File: src/rtl/dmem_port_arbiter_if.sv
// Requester, response and RAM-side signal bundle for dmem_port_arbiter.
// slave = arbiter view, master = requester/RAM view.
interface dmem_port_arbiter_if #(
    parameter int unsigned AW = 32,
    parameter int unsigned DW = 32
);
    logic          req_valid0, req_valid1;
    logic          req_we0,    req_we1;
    logic          req_lock0,  req_lock1;
    logic [AW-1:0] req_addr0,  req_addr1;
    logic [DW-1:0] req_wdata0, req_wdata1;
    logic          req_ready0, req_ready1;
    logic          rsp_valid0, rsp_valid1;
    logic [DW-1:0] rsp_rdata0, rsp_rdata1;
    logic          preempt0_o, preempt1_o;
    logic          mem_we;
    logic [AW-1:0] mem_addr;
    logic [DW-1:0] mem_wdata;
    logic [DW-1:0] mem_rdata;

    modport slave (
        input  req_valid0, req_valid1, req_we0, req_we1, req_lock0, req_lock1,
        input  req_addr0, req_addr1, req_wdata0, req_wdata1, mem_rdata,
        output req_ready0, req_ready1, rsp_valid0, rsp_valid1, rsp_rdata0, rsp_rdata1,
        output preempt0_o, preempt1_o, mem_we, mem_addr, mem_wdata
    );

    modport master (
        output req_valid0, req_valid1, req_we0, req_we1, req_lock0, req_lock1,
        output req_addr0, req_addr1, req_wdata0, req_wdata1, mem_rdata,
        input  req_ready0, req_ready1, rsp_valid0, rsp_valid1, rsp_rdata0, rsp_rdata1,
        input  preempt0_o, preempt1_o, mem_we, mem_addr, mem_wdata
    );
endinterface

File: src/rtl/dmem_port_arbiter.sv
// Two-port arbiter in front of the single-port data RAM, with bounded bus lock.
// Define DMEM_ARB_RR_EN for round-robin tie breaking; default is port 0 fixed priority.
module dmem_port_arbiter #(
    parameter int unsigned AW       = 32,
    parameter int unsigned DW       = 32,
    parameter int unsigned MAX_HOLD = 8
) (
    input  logic                clk,
    input  logic                reset,
    dmem_port_arbiter_if.slave  bus
);
    localparam int unsigned   HW       = 8;
    localparam logic [HW-1:0] HOLD_MAX = HW'(MAX_HOLD);
    localparam logic [HW-1:0] HOLD_SAT = '1;

    typedef enum logic [1:0] {IDLE = 2'd0, OWN0 = 2'd1, OWN1 = 2'd2} state_e;

    state_e        state_q, state_d;
    logic [HW-1:0] hold_q, hold_d;
    logic          last_gnt_q, last_gnt_d;
    logic          rsp_valid0_q, rsp_valid0_d, rsp_valid1_q, rsp_valid1_d;
    logic [DW-1:0] rsp_rdata0_q, rsp_rdata0_d, rsp_rdata1_q, rsp_rdata1_d;
    logic          preempt0_q, preempt0_d, preempt1_q, preempt1_d;
    logic          gnt0_c, gnt1_c, tie_win1_c;
    logic [AW-1:0] mem_addr_c;

    // A preempted owner always hands the next tie to the other port (last_gnt is the old owner).
`ifdef DMEM_ARB_RR_EN
    assign tie_win1_c = ~last_gnt_q;
`else
    assign tie_win1_c = (preempt0_q | preempt1_q) & ~last_gnt_q;
`endif

    always_comb begin
        state_d      = state_q;
        hold_d       = hold_q;
        last_gnt_d   = last_gnt_q;
        rsp_valid0_d = 1'b0;
        rsp_valid1_d = 1'b0;
        rsp_rdata0_d = rsp_rdata0_q;
        rsp_rdata1_d = rsp_rdata1_q;
        preempt0_d   = 1'b0;
        preempt1_d   = 1'b0;
        gnt0_c       = 1'b0;
        gnt1_c       = 1'b0;

        case (state_q)
            IDLE: begin
                hold_d = '0;
                if (bus.req_valid0 && bus.req_valid1) begin
                    gnt1_c = tie_win1_c;
                    gnt0_c = ~tie_win1_c;
                end else begin
                    gnt0_c = bus.req_valid0;
                    gnt1_c = bus.req_valid1;
                end
                if (gnt0_c && bus.req_lock0)      state_d = OWN0;
                else if (gnt1_c && bus.req_lock1) state_d = OWN1;
            end
            OWN0: begin
                if (bus.req_valid1 && hold_q >= HOLD_MAX) begin
                    state_d    = IDLE;
                    preempt0_d = 1'b1;
                end else begin
                    gnt0_c = bus.req_valid0;
                    if (gnt0_c && !bus.req_lock0)               state_d = IDLE;
                    else if (bus.req_valid1 && hold_q != HOLD_SAT) hold_d = hold_q + HW'(1);
                end
            end
            OWN1: begin
                if (bus.req_valid0 && hold_q >= HOLD_MAX) begin
                    state_d    = IDLE;
                    preempt1_d = 1'b1;
                end else begin
                    gnt1_c = bus.req_valid1;
                    if (gnt1_c && !bus.req_lock1)               state_d = IDLE;
                    else if (bus.req_valid0 && hold_q != HOLD_SAT) hold_d = hold_q + HW'(1);
                end
            end
            default: state_d = IDLE;
        endcase

        if (!reset) begin
            gnt0_c = 1'b0;
            gnt1_c = 1'b0;
        end

        // Reads capture the combinational RAM output at the accepting edge.
        if (gnt0_c) begin
            last_gnt_d = 1'b0;
            if (!bus.req_we0) begin
                rsp_valid0_d = 1'b1;
                rsp_rdata0_d = bus.mem_rdata;
            end
        end
        if (gnt1_c) begin
            last_gnt_d = 1'b1;
            if (!bus.req_we1) begin
                rsp_valid1_d = 1'b1;
                rsp_rdata1_d = bus.mem_rdata;
            end
        end
    end

    always_ff @(posedge clk) begin
        if (!reset) begin
            state_q      <= IDLE;
            hold_q       <= '0;
            last_gnt_q   <= 1'b1;
            rsp_valid0_q <= 1'b0;
            rsp_valid1_q <= 1'b0;
            rsp_rdata0_q <= '0;
            rsp_rdata1_q <= '0;
            preempt0_q   <= 1'b0;
            preempt1_q   <= 1'b0;
        end else begin
            state_q      <= state_d;
            hold_q       <= hold_d;
            last_gnt_q   <= last_gnt_d;
            rsp_valid0_q <= rsp_valid0_d;
            rsp_valid1_q <= rsp_valid1_d;
            rsp_rdata0_q <= rsp_rdata0_d;
            rsp_rdata1_q <= rsp_rdata1_d;
            preempt0_q   <= preempt0_d;
            preempt1_q   <= preempt1_d;
        end
    end

    assign mem_addr_c     = gnt1_c ? bus.req_addr1 : bus.req_addr0;
    assign bus.mem_addr   = mem_addr_c;
    assign bus.mem_wdata  = gnt1_c ? bus.req_wdata1 : bus.req_wdata0;
    assign bus.mem_we     = (gnt0_c & bus.req_we0) | (gnt1_c & bus.req_we1);
    assign bus.req_ready0 = gnt0_c;
    assign bus.req_ready1 = gnt1_c;
    // A response pending when reset arrives is suppressed immediately.
    assign bus.rsp_valid0 = rsp_valid0_q & reset;
    assign bus.rsp_valid1 = rsp_valid1_q & reset;
    assign bus.rsp_rdata0 = rsp_rdata0_q;
    assign bus.rsp_rdata1 = rsp_rdata1_q;
    assign bus.preempt0_o = preempt0_q;
    assign bus.preempt1_o = preempt1_q;
endmodule

File: src/flat_wrapper.sv
// flat-port wrapper written by rule: the top's interface ports become plain ports
module dmem_port_arbiter_flat 
#(
    parameter int unsigned AW       = 32,
    parameter int unsigned DW       = 32,
    parameter int unsigned MAX_HOLD = 8
)
  (clk, reset, bus_req_valid0, bus_req_valid1, bus_req_we0, bus_req_we1, bus_req_lock0, bus_req_lock1, bus_req_addr0, bus_req_addr1, bus_req_wdata0, bus_req_wdata1, bus_mem_rdata, bus_req_ready0, bus_req_ready1, bus_rsp_valid0, bus_rsp_valid1, bus_rsp_rdata0, bus_rsp_rdata1, bus_preempt0_o, bus_preempt1_o, bus_mem_we, bus_mem_addr, bus_mem_wdata);
  dmem_port_arbiter_if #(.AW(AW), .DW(DW)) bus_i ();
  input  logic clk;
  input  logic reset;
  input wire logic [$bits(bus_i.req_valid0)-1:0] bus_req_valid0;
  input wire logic [$bits(bus_i.req_valid1)-1:0] bus_req_valid1;
  input wire logic [$bits(bus_i.req_we0)-1:0] bus_req_we0;
  input wire logic [$bits(bus_i.req_we1)-1:0] bus_req_we1;
  input wire logic [$bits(bus_i.req_lock0)-1:0] bus_req_lock0;
  input wire logic [$bits(bus_i.req_lock1)-1:0] bus_req_lock1;
  input wire logic [$bits(bus_i.req_addr0)-1:0] bus_req_addr0;
  input wire logic [$bits(bus_i.req_addr1)-1:0] bus_req_addr1;
  input wire logic [$bits(bus_i.req_wdata0)-1:0] bus_req_wdata0;
  input wire logic [$bits(bus_i.req_wdata1)-1:0] bus_req_wdata1;
  input wire logic [$bits(bus_i.mem_rdata)-1:0] bus_mem_rdata;
  output wire logic [$bits(bus_i.req_ready0)-1:0] bus_req_ready0;
  output wire logic [$bits(bus_i.req_ready1)-1:0] bus_req_ready1;
  output wire logic [$bits(bus_i.rsp_valid0)-1:0] bus_rsp_valid0;
  output wire logic [$bits(bus_i.rsp_valid1)-1:0] bus_rsp_valid1;
  output wire logic [$bits(bus_i.rsp_rdata0)-1:0] bus_rsp_rdata0;
  output wire logic [$bits(bus_i.rsp_rdata1)-1:0] bus_rsp_rdata1;
  output wire logic [$bits(bus_i.preempt0_o)-1:0] bus_preempt0_o;
  output wire logic [$bits(bus_i.preempt1_o)-1:0] bus_preempt1_o;
  output wire logic [$bits(bus_i.mem_we)-1:0] bus_mem_we;
  output wire logic [$bits(bus_i.mem_addr)-1:0] bus_mem_addr;
  output wire logic [$bits(bus_i.mem_wdata)-1:0] bus_mem_wdata;
  assign bus_i.req_valid0 = bus_req_valid0;
  assign bus_i.req_valid1 = bus_req_valid1;
  assign bus_i.req_we0 = bus_req_we0;
  assign bus_i.req_we1 = bus_req_we1;
  assign bus_i.req_lock0 = bus_req_lock0;
  assign bus_i.req_lock1 = bus_req_lock1;
  assign bus_i.req_addr0 = bus_req_addr0;
  assign bus_i.req_addr1 = bus_req_addr1;
  assign bus_i.req_wdata0 = bus_req_wdata0;
  assign bus_i.req_wdata1 = bus_req_wdata1;
  assign bus_i.mem_rdata = bus_mem_rdata;
  assign bus_req_ready0 = bus_i.req_ready0;
  assign bus_req_ready1 = bus_i.req_ready1;
  assign bus_rsp_valid0 = bus_i.rsp_valid0;
  assign bus_rsp_valid1 = bus_i.rsp_valid1;
  assign bus_rsp_rdata0 = bus_i.rsp_rdata0;
  assign bus_rsp_rdata1 = bus_i.rsp_rdata1;
  assign bus_preempt0_o = bus_i.preempt0_o;
  assign bus_preempt1_o = bus_i.preempt1_o;
  assign bus_mem_we = bus_i.mem_we;
  assign bus_mem_addr = bus_i.mem_addr;
  assign bus_mem_wdata = bus_i.mem_wdata;
  dmem_port_arbiter #(.AW(AW), .DW(DW), .MAX_HOLD(MAX_HOLD)) u_core (.clk(clk), .reset(reset), .bus(bus_i));
endmodule
File: config.mk
export PLATFORM = sky130hd
export DESIGN_NAME = dmem_port_arbiter_flat
export DESIGN_NICKNAME = d
export VERILOG_FILES = /design/src/rtl/dmem_port_arbiter_if.sv /design/src/rtl/dmem_port_arbiter.sv /design/src/flat_wrapper.sv
export SDC_FILE = /design/constraint.sdc
export NUM_CORES = 1
export LEC_CHECK = 0
export ABC_AREA = 1
export ABC_CLOCK_PERIOD_IN_PS = 3900
export CELL_PAD_IN_SITES_DETAIL_PLACEMENT = 1
export CELL_PAD_IN_SITES_GLOBAL_PLACEMENT = 2
export CORE_MARGIN = 2
export CORE_UTILIZATION = 18
export CTS_CLUSTER_DIAMETER = 40
export DETAILED_ROUTE_END_ITERATION = 12
export GPL_TIMING_DRIVEN = 0
export HOLD_SLACK_MARGIN = 0.08
export PLACE_DENSITY_LB_ADDON = 0.1
export SYNTH_ARGS = -nofsm -noshare
export SYNTH_HDL_FRONTEND = slang
export SYNTH_SLANG_ARGS = --single-unit
File: constraint.sdc
create_clock -name clk -period 3.9 [get_ports clk]
set_input_delay 0.78 -clock clk [delete_from_list [all_inputs] [get_ports clk]]
set_output_delay 0.78 -clock clk [all_outputs]
set_load 0.1 [all_outputs]
==> run summary <==
PLACE
--------------------------------------------------------------------------------------
Dpl ws ..................................................................     -1050 ps
# port buffers ..........................................................          300
RePlAce Congestion ......................................................        0.755
HPWL after DPL ..........................................................     18900 um
Inst Count DP ...........................................................         1426

FINAL LAYOUT
--------------------------------------------------------------------------------------
Reg area ................................................................ 0.00158 mm^2
Layout cell share with drive strength beyond 1 ..........................        10.3%
Leading cell type in the layout, fill and taps excluded .................      nand2_1
Filler instances ........................................................         3175
Leading cell types in the layout, fill and taps excluded ................ nand2_1, clkdlybuf4s50_1, inv_1
Final non-filler cell total .............................................         1444
Area of combinational cells with multiple inputs ........................ 0.00244 mm^2
Final standard cell utilization of the core .............................        33.1%
Area added between synthesis and finish .................................        81.4%
Final-stage net count ...................................................         1282

CRITICAL PATH
--------------------------------------------------------------------------------------
Element type at the critical path start ................................. primary input
Kind of end point of the critical path .................................. primary output
Worst Path Max Fanout ...................................................           10
Worst reg2reg startpoint ................................................ u_core.hold_q[5]
Type of the worst setup path ............................................       in2out
R2r setup slk ...........................................................      1800 ps
End of the worst register-to-register path .............................. u_core.bus.rsp_rdata0[16]
R2R depth ...............................................................           11
Start point of the critical path ........................................ bus_req_valid1
Critical Path AT ........................................................      2840 ps
Worst EP required .......................................................      3120 ps

PWR
--------------------------------------------------------------------------------------
Total power per unit cell area ..........................................  571 mW/mm^2
Psw .....................................................................    0.00261 W
Internal power summed over all cells ....................................    0.00212 W
Part of the power in combinational logic ................................        60.5%
Max IR drop VDD .........................................................     0.216 mV
Switching fraction of total power .......................................        55.2%
Fraction of power consumed by sequential logic ..........................        20.6%
Total leakage power .....................................................      4.29 nW
Clk network pwr share ...................................................        18.9%

LOGIC SYNTHESIS
--------------------------------------------------------------------------------------
Average cell area after synthesis .......................................    5.75 um^2
Primary FF master, synth ................................................      dfxtp_1
Mux share of post-synthesis cell area ...................................           0%
Number of warning messages in the yosys log .............................            0
Combinational family with the most area after synthesis ................. simple AND/OR/NAND/NOR gates
Simple logic cell fraction of the synthesized area ......................        48.5%
Share of the yosys chip area belonging to registers .....................        34.6%
Count of flip-flops with a built-in enable after synthesis ..............            0
Fraction of registers with async set/reset ..............................           0%
Fraction of the mapped netlist area in adder cells ......................        1.64%
Post-Syn Instances ......................................................          796
Post-synthesis net count ................................................          970
Flip-flop and latch count after synthesis ...............................           79
Total standard cell area after synthesis ................................ 0.00457 mm^2
Area share of xor/xnor cells in the synthesized design ..................       0.383%
Number of distinct standard cells referenced by the synthesized netlist .           21
Post-synthesis compound-gate area fraction ..............................        2.82%

CLOCK NETWORK
--------------------------------------------------------------------------------------
Clock latency on the worst-skew pair ....................................       350 ps
CTS tree ................................................................        built
Master cell of the clock root buffer ....................................    clkbuf_16
Maximum clock insertion buffer count ....................................            2
H-tree levels ...........................................................            3
Number of buffers inserted during clock tree synthesis ..................            9
Clock transition at path regs ...........................................        60 ps
Clock Sink Count ........................................................           79

ROUTING
--------------------------------------------------------------------------------------
Post-detailed-route DRC marker count ....................................            0
Via/cell ratio ..........................................................         4.06
Pre-Repair DR Iteration Count ...........................................            4
Final antenna-violating net count .......................................            0
DRC violation total after the first TritonRoute iteration ...............          207
Routed WL per cell ......................................................      16.3 um
Vias ....................................................................         5857
Overall routed net length ...............................................     23500 um

FLOORPLAN
--------------------------------------------------------------------------------------
Area of the die .........................................................  0.0267 mm^2
Std cell rows ...........................................................           58
Floorplan core area .....................................................  0.0250 mm^2
Top-Level Pins ..........................................................          303
Initial Util ............................................................        18.3%
Die outline height ......................................................       163 um
Width of the chip .......................................................       163 um

TIMING
--------------------------------------------------------------------------------------
Final cycle utilization of the critical path ............................        92.7%
Worst clock skew ........................................................      8.66 ps
Fin. Hold Viols .........................................................            0
Final worst slack .......................................................       283 ps
Max Clock Freq ..........................................................      276 MHz
Worst slew pin tran .....................................................      1100 ps
Final TNS setup .........................................................         0 ps
Setup repair after global routing missed its margin .....................           no
Final setup violation count .............................................            0
Final Max Tran Viols ....................................................            0
Worst relative slew slack ...............................................        26.2%
Min Clock Period, post-route ............................................      3620 ps

GRT
--------------------------------------------------------------------------------------
Most Crowded Layer GR ...................................................         met2
M2 GR Usage .............................................................        29.5%
Wire length of the first global-routing pass ............................     34500 um
Vias in the first global route ..........................................         5812
Maximum number of pins on one net before global-route repair ............           15
GRT Residual Overflow ...................................................            0
Total Routing Usage GR ..................................................        16.9%
GR Util met1 ............................................................        20.9%
Initial antenna violation count .........................................            1
Grt met3 use ............................................................        4.01%

MIN PATH
--------------------------------------------------------------------------------------
Class of the tightest hold or removal check .............................      reg2reg
Worst hold stages .......................................................            2
Hold path startpoint .................................................... u_core.last_gnt_q
Terminating pin of the worst hold path .................................. u_core.last_gnt_q

OUTCOME
--------------------------------------------------------------------------------------
Result of the run ....................................................... finished clean

JOB
--------------------------------------------------------------------------------------
Max-capacitance violation count .........................................            0

==> flip-flops by register name (all words and copies together), names as in the netlist, 2 cells and up <==
signal	cells
u_core.bus.rsp_rdata0	32
u_core.bus.rsp_rdata1	32
u_core.hold_q	8
u_core.state_q	2
==> layout make-up <==
| cell class | count | share of cell area [%] |
|---|---|---|
| diodes | 1 | 0.0302 |
| plain buffers | 45 | 2.62 |
| clock buffers | 10 | 2.88 |
| clock inverters | 6 | 0.829 |
| inverters | 91 | 4.12 |
| multi-input cells | 581 | 29.4 |
| flip-flops and latches | 79 | 19.1 |
| well taps | 330 | 4.98 |
| repair buffers | 301 | 36.0 |
==> through the flow <==
step / total power [W] / hold WS (ps) / instance area, um^2
floorplan: 0.00304 / 427 / 4580
global placement: 0.00386 / 469 / 7990
detailed placement: 0.00386 / 479 / 7990
CTS: 0.00481 / 490 / 8290
global route: 0.00497 / 519 / 8300
finish: 0.00474 / 476 / 8300
==> layer usage <==
layer | wire (um) | vias to the layer above
met4 | 229 | 0
met1 | 10200 | 2664
met2 | 11600 | 140
li1 | - | 3038
met3 | 1430 | 15
met5 | 0 | -
==> critical path: stages <==
cell and delay (ps):
clkdlybuf4s15_1 270, inv_2 150, nor2_1 50, o21ai_1 180, nand3_1 110, nand2_1 90, nand2_1 70, clkinv_1 210
clkbuf_1 400, buf_2 520
==> power by group through the flow <==
stage | sequential [W] | combinational (W) | clock, W
after global routing | 0.000993 | 0.00302 | 0.000954
final | 0.000977 | 0.00287 | 0.000894
after global placement | 0.000998 | 0.00286 | 0
after detailed placement | 0.000997 | 0.00287 | 0
after floorplan | 0.00157 | 0.00147 | 0
after CTS | 0.000980 | 0.00290 | 0.000930
==> cell families after synthesis <==
family,after synthesis
xor+xnor,2
flops,79
fa+ha+maj,6
compound gates,23
buf+inv,136
simple gates,550
==> Yosys cell counts, drive strengths merged (2+ instances only) <==
cell type    n  share of area (%)
nand2      439                 36
inv         88                7.2
dfxtp       79                 35
nand3       53                5.8
nand4       33                4.5
nor2        24                2.0
buf         23                2.8
clkbuf      22                1.8
a21oi       13                1.7
o21ai        9               0.98
ha           6                1.6
clkinv       3               0.25
xnor2        2               0.38
==> worst max-delay path by stage <==
stage                              endpoint  cells after the start  slack, ps
final                        bus_req_ready0                     10        280
after global routing       bus_mem_addr[16]                     13         20
after CTS                    bus_rsp_valid0                      6         80
after floorplan            bus_mem_addr[22]                      9        170
after detailed placement  bus_mem_wdata[15]                     14      -1050
after global placement    bus_mem_wdata[15]                     14      -1050
==> what timing repair did <==
item,4_1_cts,5_1_grt
gates cloned,0,0
pin swaps,1,0
endpoints found under the setup margin,69,5
buffers inserted,1,0
hold buffers,0,0
resized for setup,446,5
No activity file was read; power rests on OpenSTA's default activity.
